$ cat config.mk
export PLATFORM = sky130hd
export DESIGN_NAME = pe_link_arbiter
export DESIGN_NICKNAME = d
export VERILOG_FILES = /design/src/rtl/noc_pkg.sv /design/src/rtl/rr_pick.sv /design/src/rtl/pe_link_arbiter.sv
export SDC_FILE = /design/constraint.sdc
export NUM_CORES = 1
export LEC_CHECK = 0
export CORE_MARGIN = 5
export CORE_UTILIZATION = 40
export CTS_BUF_LIST = sky130_fd_sc_hd__clkbuf_8 sky130_fd_sc_hd__clkbuf_16
export DETAILED_ROUTE_END_ITERATION = 6
export GPL_ROUTABILITY_DRIVEN = 0
export PLACE_DENSITY = 0.85
export SYNTH_ARGS = -nofsm -noshare
export SYNTH_HDL_FRONTEND = slang
export SYNTH_SLANG_ARGS = --single-unit
$ cat constraint.sdc
create_clock -name clk -period 5.5 [get_ports clk]
set_input_delay 1.1 -clock clk [delete_from_list [all_inputs] [get_ports clk]]
set_output_delay 1.1 -clock clk [all_outputs]
set_load 0.02 [all_outputs]
$ cat src/rtl/noc_pkg.sv
`default_nettype none
// ============================================================================
// Module   : noc_pkg
// Brief    : Shared NoC constants: flit format, credit depth, arbiter states.
// Revision : 1.0
// ============================================================================
package noc_pkg;

    localparam int FLIT_W  = 20;
    localparam int CREDITS = 7;
    localparam int CNT_W   = 3;

    // Flit type lives in the two MSBs of every flit.
    localparam logic [1:0] FT_HEAD   = 2'b01;
    localparam logic [1:0] FT_BODY   = 2'b00;
    localparam logic [1:0] FT_TAIL   = 2'b10;
    localparam logic [1:0] FT_SINGLE = 2'b11;

    typedef enum logic [0:0] {
        IDLE   = 1'b0,
        LOCKED = 1'b1
    } arb_state_t;

endpackage : noc_pkg
`default_nettype wire

$ cat src/rtl/rr_pick.sv
`default_nettype none
// ============================================================================
// Module   : rr_pick
// Brief    : Combinational round-robin picker, first eligible index at or
//            above the pointer with wrap-around.
// Revision : 1.0
// ============================================================================
module rr_pick #(
    parameter int N  = 4,
    parameter int IW = 2
) (
    input  logic [N-1:0]  i_elig,
    input  logic [IW-1:0] i_ptr,
    output logic [N-1:0]  o_grant,
    output logic [IW-1:0] o_idx,
    output logic          o_any
);

    always_comb begin
        int j;
        o_grant = '0;
        o_idx   = '0;
        o_any   = 1'b0;
        j       = 0;
        for (int k = 0; k < N; k++) begin
            if (!o_any) begin
                j = int'(i_ptr) + k;
                if (j >= N) begin
                    j = j - N;
                end
                if (i_elig[j]) begin
                    o_any      = 1'b1;
                    o_grant[j] = 1'b1;
                    o_idx      = IW'(j);
                end
            end
        end
    end

endmodule : rr_pick
`default_nettype wire

$ cat src/rtl/pe_link_arbiter.sv
`default_nettype none
// ============================================================================
// Module   : pe_link_arbiter
// Brief    : Credit-based, packet-atomic round-robin arbiter sharing one
//            router injection link among NREQ local flit sources.
// Revision : 1.0
// ============================================================================
module pe_link_arbiter #(
    parameter int NREQ    = 4,
    parameter int FLIT_W  = noc_pkg::FLIT_W,
    parameter int CREDITS = noc_pkg::CREDITS,
    parameter int CNT_W   = noc_pkg::CNT_W,
    localparam int IDW    = (NREQ > 1) ? $clog2(NREQ) : 1
) (
    input  logic                   clk,
    input  logic                   rst,
    input  logic [NREQ-1:0]        req_valid,
    input  logic [NREQ*FLIT_W-1:0] req_flit,
    output logic [NREQ-1:0]        req_ready,
    input  logic                   ci,
    output logic [FLIT_W-1:0]      out_flit,
    output logic                   out_valid,
    output logic [CNT_W-1:0]       credit_cnt,
    output logic [IDW-1:0]         grant_id,
    output logic                   locked,
    output logic                   credit_err
);

    import noc_pkg::*;

    arb_state_t          r_state;
    arb_state_t          w_state_n;
    logic [IDW-1:0]      r_rr;
    logic [IDW-1:0]      w_rr_n;
    logic [IDW-1:0]      r_gid;
    logic [IDW-1:0]      w_gid_n;
    logic [CNT_W-1:0]    r_cnt;
    logic                r_err;
    logic [FLIT_W-1:0]   r_flit;
    logic                r_oval;

    logic [1:0]          w_ft [NREQ];
    logic [NREQ-1:0]     w_elig;
    logic [NREQ-1:0]     w_pick_grant;
    logic [IDW-1:0]      w_pick_idx;
    logic                w_pick_any;
    logic                w_has_credit;
    logic                w_send;
    logic [IDW-1:0]      w_sel;
    logic [FLIT_W-1:0]   w_sel_flit;
    logic [1:0]          w_sel_ft;

    function automatic logic [IDW-1:0] f_inc(input logic [IDW-1:0] x);
        return (x == IDW'(NREQ - 1)) ? '0 : x + 1'b1;
    endfunction

    // Only packet starts may win a fresh arbitration.
    generate
        for (genvar gi = 0; gi < NREQ; gi++) begin : g_elig
            assign w_ft[gi]   = req_flit[gi*FLIT_W + FLIT_W - 2 +: 2];
            assign w_elig[gi] = req_valid[gi] &&
                                ((w_ft[gi] == FT_HEAD) || (w_ft[gi] == FT_SINGLE));
        end
    endgenerate

    rr_pick #(
        .N  (NREQ),
        .IW (IDW)
    ) u_rr_pick (
        .i_elig  (w_elig),
        .i_ptr   (r_rr),
        .o_grant (w_pick_grant),
        .o_idx   (w_pick_idx),
        .o_any   (w_pick_any)
    );

    assign w_has_credit = (r_cnt != '0);
    assign w_sel        = (r_state == LOCKED) ? r_gid : w_pick_idx;
    assign w_sel_flit   = req_flit[w_sel*FLIT_W +: FLIT_W];
    assign w_sel_ft     = w_sel_flit[FLIT_W-1:FLIT_W-2];

    always_comb begin
        req_ready = '0;
        w_send    = 1'b0;
        w_state_n = r_state;
        w_rr_n    = r_rr;
        w_gid_n   = r_gid;
        case (r_state)
            IDLE: begin
                if (w_pick_any && w_has_credit) begin
                    req_ready = w_pick_grant;
                    w_send    = 1'b1;
                    w_gid_n   = w_pick_idx;
                    if (w_sel_ft == FT_SINGLE) begin
                        w_rr_n = f_inc(w_pick_idx);
                    end else begin
                        w_state_n = LOCKED;
                    end
                end
            end
            LOCKED: begin
                // Heads and singles mid-packet pass through; only a tail unlocks.
                if (req_valid[r_gid] && w_has_credit) begin
                    req_ready[r_gid] = 1'b1;
                    w_send           = 1'b1;
                    if (w_sel_ft == FT_TAIL) begin
                        w_state_n = IDLE;
                        w_rr_n    = f_inc(r_gid);
                    end
                end
            end
            default: begin
                w_state_n = IDLE;
            end
        endcase
    end

    always_ff @(posedge clk or negedge rst) begin
        if (!rst) begin
            r_state <= IDLE;
            r_rr    <= '0;
            r_gid   <= '0;
            r_cnt   <= CNT_W'(CREDITS);
            r_err   <= 1'b0;
            r_flit  <= '0;
            r_oval  <= 1'b0;
        end else begin
            r_state <= w_state_n;
            r_rr    <= w_rr_n;
            r_gid   <= w_gid_n;
            r_oval  <= w_send;
            if (w_send) begin
                r_flit <= w_sel_flit;
            end
            if (w_send && !ci) begin
                r_cnt <= r_cnt - 1'b1;
            end else if (!w_send && ci) begin
                if (r_cnt == CNT_W'(CREDITS)) begin
                    r_err <= 1'b1;
                end else begin
                    r_cnt <= r_cnt + 1'b1;
                end
            end
        end
    end

    assign out_flit   = r_flit;
    assign out_valid  = r_oval;
    assign credit_cnt = r_cnt;
    assign grant_id   = r_gid;
    assign locked     = (r_state == LOCKED);
    assign credit_err = r_err;

endmodule : pe_link_arbiter
`default_nettype wire

* Yosys cells after proc, flatten, opt, wreduce, memory -nomap -nowiden
Cells that the tools add are included.
** Storage, ports and cells
- Output and inout port bits :: 32
- Register bits after elaboration :: 30
** Cells by class
- Bitwise logic cells :: 5
- Muxes and demuxes :: 74
- $lt $le $gt $ge :: 14
- Reductions and logical operators :: 25
- Shifts and indexed selects :: 1
- $mul :: 1
- Equality and inequality tests :: 18
- Add/sub/neg operators :: 11
** Operators by type and width (count)
- $mux 32 :: 7
- $ge 32x1->1 const B :: 4
- $lt 32x4->1 const B :: 4
- $ge 32x4->1 const B :: 3
- $sub 32x4->32 const B :: 3
- $shiftx 80x8->20 :: 1
- $mux 4 :: 9
- $mux 2 :: 14
- $mux 1 :: 27
- $eq 2x2->1 const B :: 8
- $logic_and 1x1->1 :: 13
- $or 4x4->4 :: 3
- $bmux 1 s2 :: 5
- $demux 1 s2 :: 5
- $mux 3 :: 3
- $eq 2x1->1 const B :: 4
- $pmux 4 s2 :: 1
- $add 2x2->3 const B :: 2
- $ne 2x2->1 const B :: 3
- $mul 2x3->5 const B :: 1
- $add 2x1->2 const B :: 2
- $logic_or 1x1->1 :: 4
- $ne 2x1->1 const B :: 2
- $pmux 1 s2 :: 2
- other kinds (16) :: 19

* Longest topological paths before layout
Gate-level depths: netlist (run 1).
- Depth after elaboration :: 32
- Mapped depth :: 12

* By module
From an unflattened synthesis (run 1), not the netlist that was laid out.
** Second synthesis, totals
- Cells, all modules :: 197
- Area total of the unflattened synthesis :: 2419.8 um2
** Modules (own cells, without submodules)
- pe_link_arbiter :: cells an instance 137, times used 1, seq. area each 754.5 um2, area an instance 1948.1 um2
- rr_pick :: cells an instance 60, times used 1, seq. area each 0.0 um2, area an instance 471.7 um2

* Least setup slack after synthesis (run 1)
Ideal clock, no wire load.
- Kind :: input-to-output
- Start :: in req_flit[38]
- End :: out req_ready[0]
- Data required time :: 4.400 ns
- Stages :: 7
- Path buffers :: 2
- Arrival :: 2.612 ns
- Path slack :: 1.788 ns
- Path through :: and2_1 buf_6 mux4_2 buf_6 nor2_1 a221oi_1 o21ai_0
** Between the ends
- Cells in the longest elaborated chain, start to end :: 18
** Ends and longest elaborated chain
- from (decl) :: RTL line pe_link_arbiter.sv:18 : input logic [NREQ*FLIT_W-1:0] req_flit,
- $eq 2x1->1 / $eq 2x2->1 (equally long branches) :: RTL line pe_link_arbiter.sv:62 : ((w_ft[gi] == FT_HEAD) || (w_ft[gi] == FT_SINGLE));
- $logic_or 1x1->1 (*) :: RTL line pe_link_arbiter.sv:62
- $logic_and 1x1->1 (*) :: RTL line pe_link_arbiter.sv:61 : assign w_elig[gi] = req_valid[gi] &&
- $bmux 1 s2 :: RTL line rr_pick.sv:31 : if (i_elig[j]) begin
- $mux 1 (not written as such) (2 in a row) :: RTL line rr_pick.sv:31
- $mux 4 :: RTL line rr_pick.sv:31
- $or 4x4->4 (no line)
- $mux 4 :: RTL line rr_pick.sv:31
- $mux 4 :: RTL line rr_pick.sv:26 : if (!o_any) begin
- $or 4x4->4 (no line)
- $mux 4 :: RTL line rr_pick.sv:31
- $mux 4 :: RTL line rr_pick.sv:26
- $or 4x4->4 (no line)
- $mux 4 :: RTL line rr_pick.sv:31
- $mux 4 :: RTL line rr_pick.sv:26
- $mux 4 (*) :: RTL line pe_link_arbiter.sv:90 : if (w_pick_any && w_has_credit) begin
- $pmux 4 s2 (*) :: RTL line pe_link_arbiter.sv:88 : case (r_state)
- to (decl) :: RTL line pe_link_arbiter.sv:19 : output logic [NREQ-1:0] req_ready,
Every way passes the cells marked *; elsewhere a longest branch is shown, timed or not. The select of a mux whose other input is x is not followed.

* Worst setup path after layout (run 1)
- Start :: in req_flit[78]
- End :: out req_ready[0]
Same word-level chain as after synthesis.

==> results of run 1 <==
through the flow:
step,util (%),power [mW]
3_3_place_gp,60.5,2.06
3_5_place_dp,60.5,2.12
4_1_cts,62.1,2.34
6_report,62.1,2.33
2_1_floorplan,-,1.56
5_1_grt,62.1,2.55
layout make-up:
cell class                      count  share of cell area, %
Clock buffer                        5                   1.74
Timing Repair Buffer              123                   30.9
Multi-Input combinational cell    294                   43.6
Inverter                           13                   1.24
Tap cell                           77                   2.44
Clock inverter                      3                  0.951
Sequential cell                    30                   19.1
placed cells by master, fill, tap and decap left out, types with 3 or more instances in the layout:
cell type and n:
nand3_1 20, inv_1 15, buf_4 5, mux2i_1 6, nor4_1 4, nor2_1 12
clkbuf_8 5, nand2b_1 3, a21oi_1 9, a221oi_1 5, ha_1 13, mux4_2 5
and2_1 3, dfrtp_1 27, nand2_1 127, o21ai_0 47, a311oi_1 3, clkdlybuf4s50_1 118
mux2_2 3, dfstp_2 3
logic make-up (layout without fill, tap and decap cells):
kind of cell | after synthesis | in the layout
multiplexers | 17 | 17
flip-flops | 30 | 30
AND/OR/NAND/NOR | 177 | 177
adder cells (fa/ha/maj) | 14 | 14
XOR/XNOR | 1 | 1
AO/OA/AOI/OAI | 85 | 85
buffers and inverters | 33 | 144
metal layers:
layer	wire [um]	part of all wire [%]
met1	3340	41
met2	4010	49
met3	601	7.4
met4	214	2.6
met5	0	0
worst max-delay path by stage:
stage / startpoint / endpoint / slack [ns] / cells past startpoint
2_1_floorplan: req_flit[38] / req_ready[0] / 1.79 / 7
3_5_place_dp: req_flit[78] / req_ready[0] / 0.79 / 10
6_report: req_flit[78] / req_ready[0] / 0.72 / 10
4_1_cts: req_flit[78] / req_ready[0] / 0.78 / 10
5_1_grt: req_valid[2] / req_ready[2] / 0.61 / 10
3_3_place_gp: req_flit[58] / req_ready[2] / 0.91 / 8
state kept, by name, summed over array words and instances, names as in the netlist:
name        flops
out_flit       20
credit_cnt      3
grant_id        2
r_rr            2
credit_err      1
locked          1
out_valid       1
power groups by stage:
stage | clock, mW | combinational [mW] | sequential, mW
after detailed placement | 0 | 1.66 | 0.454
after global placement | 0 | 1.61 | 0.449
after floorplan | 0 | 1.00 | 0.563
after global routing | 0.227 | 1.85 | 0.472
final | 0.215 | 1.66 | 0.450
after CTS | 0.219 | 1.67 | 0.450
critical path, stage by stage:
cell             delay (ns)
clkdlybuf4s50_1        0.55
nand2_1                0.20
mux4_2                 0.55
nand2_1                0.10
nor2_1                 0.05
a21oi_1                0.17
nor2_1                 0.07
a221oi_1               0.24
o21ai_0                0.11
clkdlybuf4s50_1        0.54
==> run metrics, run 1 <==
grt met1 use 24.3%; synth warn 0; Starting Density roughly two fifths; full die area 8260 um^2; Flop pwr share about a fifth; Setup TNS 0 ns; top cells by count, synth nand2_1 (127), o21ai_0 (47), dfrtp_1 (27); Most Crowded Layer GR met2; diodes inserted 0; Least-Margin Pin Slew about 0.85 ns; final setup fails 0; top post-synthesis cells by area dfrtp_1 (26%), nand2_1 (18%), o21ai_0 (9.0%), ha_1 (6.2%), mux4_2 (4.3%); CP Max Fanout 7; Post-CTS Setup Bufs 0; placed insts around 540; WS Path Type primary input to primary output; routed wire length just over 8000 um; Final Critical Period 4.78 ns; met3 Usage GRT 4.50%; fmax roughly 0.21 GHz; DP HPWL ~6500 um; largest family of logic cells by synthesized area simple AND/OR/NAND/NOR gates; data arrival time of the worst path approximately 3.7 ns; vias in the first global route 2762; Vias per Instance about 5.3; Ports ~120; dominant synthesized flop cell dfrtp_1; Post-Syn Area roughly 2600 um^2; clock buffer count from CTS 5; synthesis-to-layout area growth 50.6%; worst reg2reg path endpoint r_rr[0]$_DFFE_PN0P_; VDD IR-drop max between 200 and 300 uV; Max Cap Viol 0; top cell type's share of synthesized area about a quarter; CTS Hold Bufs 0; sequential-to-total area share from yosys stat 28.8%; Die W between 90 and 100 um; Site Rows 29; DIE HEIGHT 90.9 um; sink of the worst hold path out_flit[8]$_DFFE_PN0N_; top-count cell post-synth nand2_1; Seq cells post-synth 30; Placed Area between 3000 and 4000 um^2; HP Class register to register; Final Max Slew Viols 0; WL/cell ~15 um; post-route cell area 3950 um^2; setup ws final about 0.72 ns; PortBufs 118; xor/xnor share of the synthesized area less than 1%; largest net degree at the start of global routing 40; Slew Limit Headroom 43.0%; first-pass GRT wire length 13100 um; simple logic cell fraction of the synthesized area about 28%; Critical R2R Launch r_rr[1]$_DFFE_PN0P_; Synth cell types between 40 and 50; Final period util between 80% and 90%; startpoint class of the critical path primary input; Multi-input gate area about 1700 um^2; Resize count post-CTS 0; gr ovfl total 0; Core Area 6350 um^2; mean post-synth cell area 7.34 um^2; internal power roughly 1.2 mW; Reg clk slew, reported paths 0.06 ns; filler instances 576; RSZ-0062 raised after global routing false; leakage around 1.7 nW; run status finished clean; final net count ~570; layout cells sized above 1 ~6.2%; DRT antenna net count 0; Setup crit end kind primary output; Sw Share about half; 1st-iter DRT viols approximately 120; Synth Area in Adders roughly 7%; critical path required time between 4 and 5 ns; Post-synth ARST share 100%; PwrDens approximately 590 nW/um^2; Mapped Cells about 360; clk sink count 30; Compound-Gate Fraction of Synth Area between 20% and 30%; buffers from clock root to sink, at most 2; Root Driver clkbuf_8; area leader, netlist dfrtp_1; GRT Resource Usage Total 19.2%; Comb pwr share a little over 70%; Hold Crit Depth 2; via count just under 3000; CTS tree done; sequential cell area around 750 um^2; clk_skew approximately 0.0023 ns; clk_lat worst skew ~0.28 ns; pre-CTS WS between 0.7 and 0.8 ns; grt met2 use a little under a third; min-delay src out_flit[8]$_DFFE_PN0N_; reg-to-reg setup timing slack slightly below 2 ns; Mapped Nets around 460; non-filler cells, final about 550; mux contribution to synthesized area a little under a tenth; number of synthesized flops with an enable pin 0; Reg2Reg Depth 10; Clock Power Share under 10%; Psw 1.15 mW; worst hold slack ~0.48 ns; Post-route DRC 0; initial antenna violation count 0; Hold Violations, Final 0; htree depth 2; DRT Pass-1 Iters 6
Note: power is estimated with default switching activity, not from simulation.
==> run 2, diff against run 1 <==
CORE_ASPECT_RATIO = 0.8   (was not set)
PLACE_DENSITY = 0.87   (was 0.85)
SYNTH_HIERARCHICAL = 1   (was not set)
==> run metrics, run 2 <==
PwrDens 554 nW/um^2 (-6.0%); max reg flops 20 (unchanged); Post-synth ARST share 100% (unchanged); final net count 415 (-27%); diodes inserted 0 (unchanged); Die W 97.0 um (+6.7%); fmax 0.204 GHz (-2.4%); first-pass GRT wire length 11500 um (-13%); Hold Crit Depth 1 (-1); Setup TNS 0 ns (unchanged); Mapped Nets 298 (-35%); GRT Resource Usage Total 19.0% (-0.16 points); buffers from clock root to sink, at most 2 (unchanged); synth warn 6 (+6); Critical R2R Launch r_rr[0]$_DFFE_PN0P_; 1st-iter DRT viols 68 (-44%); mean post-synth cell area 12.3 um^2 (+67%); sequential-to-total area share from yosys stat 31.2% (+2.4 points); area leader, netlist dfrtp_1; Vias per Instance 5.60 (+4.7%); synthesis-to-layout area growth 53.9%; Post-route DRC 0 (unchanged); sink of the worst hold path credit_err$_DFFE_PN0P_; clk_skew 0.0110 ns (+0.00867 ns); Slew Limit Headroom 57.7% (+15 points); clock buffer count from CTS 5 (unchanged); final setup fails 0 (unchanged); full die area 7710 um^2 (-6.7%); Reg2Reg Depth 10 (unchanged); RSZ-0062 raised after global routing false; top cell type's share of synthesized area 27.9% (+2.1 points); gr ovfl total 0 (unchanged); leakage 1.48 nW (-14%); clk_lat worst skew 0.29 ns (about the same); Hold Violations, Final 0 (unchanged); Setup crit end kind primary output; vias in the first global route 2383 (-14%); Final period util 89.0% (+2.1 points); Final Max Slew Viols 0 (unchanged); run status finished clean; via count 2217 (-24%); worst reg2reg path endpoint out_flit[19]$_DFFE_PN0N_; Site Rows 25 (-14%); top-count cell post-synth dfrtp_1; largest net degree at the start of global routing 31 (-23%); routed wire length 7350 um (-10%); CP Max Fanout 11 (+4); non-filler cells, final 396 (-27%); DRT Pass-1 Iters 4 (-2); clk sink count 30 (unchanged); layout cells sized above 1 20.6% (+14 points); commonest non-fill, non-tap cell in the layout clkdlybuf4s50_1; DP HPWL 5860 um (-10%); Synth cell types 45 (-4.3%); Least-Margin Pin Slew 0.634 ns (-0.215 ns); PortBufs 118 (unchanged); startpoint class of the critical path primary input; placed insts 388 (-28%); initial antenna violation count 0 (unchanged); reg-to-reg setup timing slack 1.58 ns (-0.40 ns); number of synthesized flops with an enable pin 0 (unchanged); Reg clk slew, reported paths 0.07 ns (about the same); pre-CTS WS 0.601 ns (-0.188 ns); top cells by count, synth dfrtp_1 (27), mux4_2 (23), mux2_2 (20); Post-Syn Area 2420 um^2 (-7.6%); Max Cap Viol 0 (unchanged); Starting Density 41.1% (-0.092 points); Resize count post-CTS 0 (unchanged); CTS Hold Bufs 0 (unchanged); Seq cells post-synth 30 (unchanged); Root Driver clkbuf_8; htree depth 2 (unchanged); VDD IR-drop max 226 uV (-22%); most frequent cells in the layout clkdlybuf4s50_1 (118), dfrtp_1 (27), mux4_2 (23); worst hold slack 0.483 ns (+0.00416 ns); Core Area 5880 um^2 (-7.4%); Post-CTS Setup Bufs 0 (unchanged); Ports 119 (unchanged); Mapped Cells 197 (-45%); Final Critical Period 4.90 ns (+0.116 ns); CTS tree done; filler instances 497 (-14%); DIE HEIGHT 79.6 um (-12%); WS Path Type primary input to primary output; min-delay src credit_err$_DFFE_PN0P_; critical path required time 4.40 ns (about the same); setup ws final 0.604 ns (-0.116 ns); data arrival time of the worst path 3.80 ns (+0.12 ns); WL/cell 18.6 um (+24%); DRT antenna net count 0 (unchanged); top post-synthesis cells by area dfrtp_1 (28%), mux4_2 (21%), mux2_2 (9.3%), ha_1 (6.7%), dfstp_2 (3.3%); dominant synthesized flop cell dfrtp_1; HP Class register to register
==> run 2: cell count changes after synthesis, moves of 9 or more <==
cell      before  now
mux4_2         5   23
o21ai_0       47    7
nand3_1       20    2
mux2_2         3   20
nand2_1      127    6
clkbuf_1       9    0
==> run 2: stage by stage <==
step | util, % | power (mW) | cell area, um^2
after floorplan | - | 1.43 | 2420
after global placement | 62.0 | 1.85 | 3640
after detailed placement | 62.0 | 1.90 | 3640
after CTS | 63.3 | 2.08 | 3720
after global routing | 63.3 | 2.21 | 3720
final | 63.3 | 2.07 | 3720
==> run 2: worst max path at each step <==
stage / depth (start not counted) / startpoint / endpoint
floorplan: 6 / req_flit[58] / req_ready[1]
global placement: 8 / req_flit[18] / req_ready[0]
global route: 8 / req_valid[0] / req_ready[3]
finish: 8 / req_valid[1] / req_ready[3]
detailed placement: 8 / req_valid[0] / req_ready[3]
CTS: 8 / req_valid[0] / req_ready[3]
==> run 2: per-layer routing <==
layer	global-route usage (%)	share of wire, %
met3	6.29	7.7
met1	20.2	35
met2	36.2	55
met4	5.19	1.7
met5	0	0
==> run 2: report_power, final <==
group	leakage [nW]	total (mW)	switching (mW)	internal, mW
Combinational	1.08	1.43	0.670	0.756
Sequential	0.344	0.469	0.122	0.347
Clock	0.0519	0.170	0.0858	0.0842
Total	1.48	2.07	0.878	1.19
==> run 2: cells by family after synthesis <==
group,count (synthesis),share of synthesized area [%]
xor gates and xnor gates,1,0.362
and+or+nand+nor,32,7.45
AOI/OAI and AO/OA,49,14.6
DFF,30,31.2
buffers and inverters,24,6.15
muxes,47,32.7
adders and majority gates,14,7.55
==> run 2: critical path, stage by stage <==
cell,delay (ns)
clkdlybuf4s50_1,0.50
and2_1,0.40
nor2_1,0.13
nand3_1,0.12
or2b_2,0.31
nor2_1,0.41
a22o_1,0.23
clkdlybuf4s50_1,0.61
==> run 2: layout make-up <==
class / instances / area, um^2 / area share, %
sequential: 30 / 754 / 20.3
tap: 81 / 101 / 2.72
multi-input combinational: 143 / 1530 / 41.1
timing repair buffer: 122 / 1210 / 32.5
inverter: 12 / 45.0 / 1.21
clock inverter: 3 / 11.3 / 0.302
clock buffer: 5 / 68.8 / 1.85
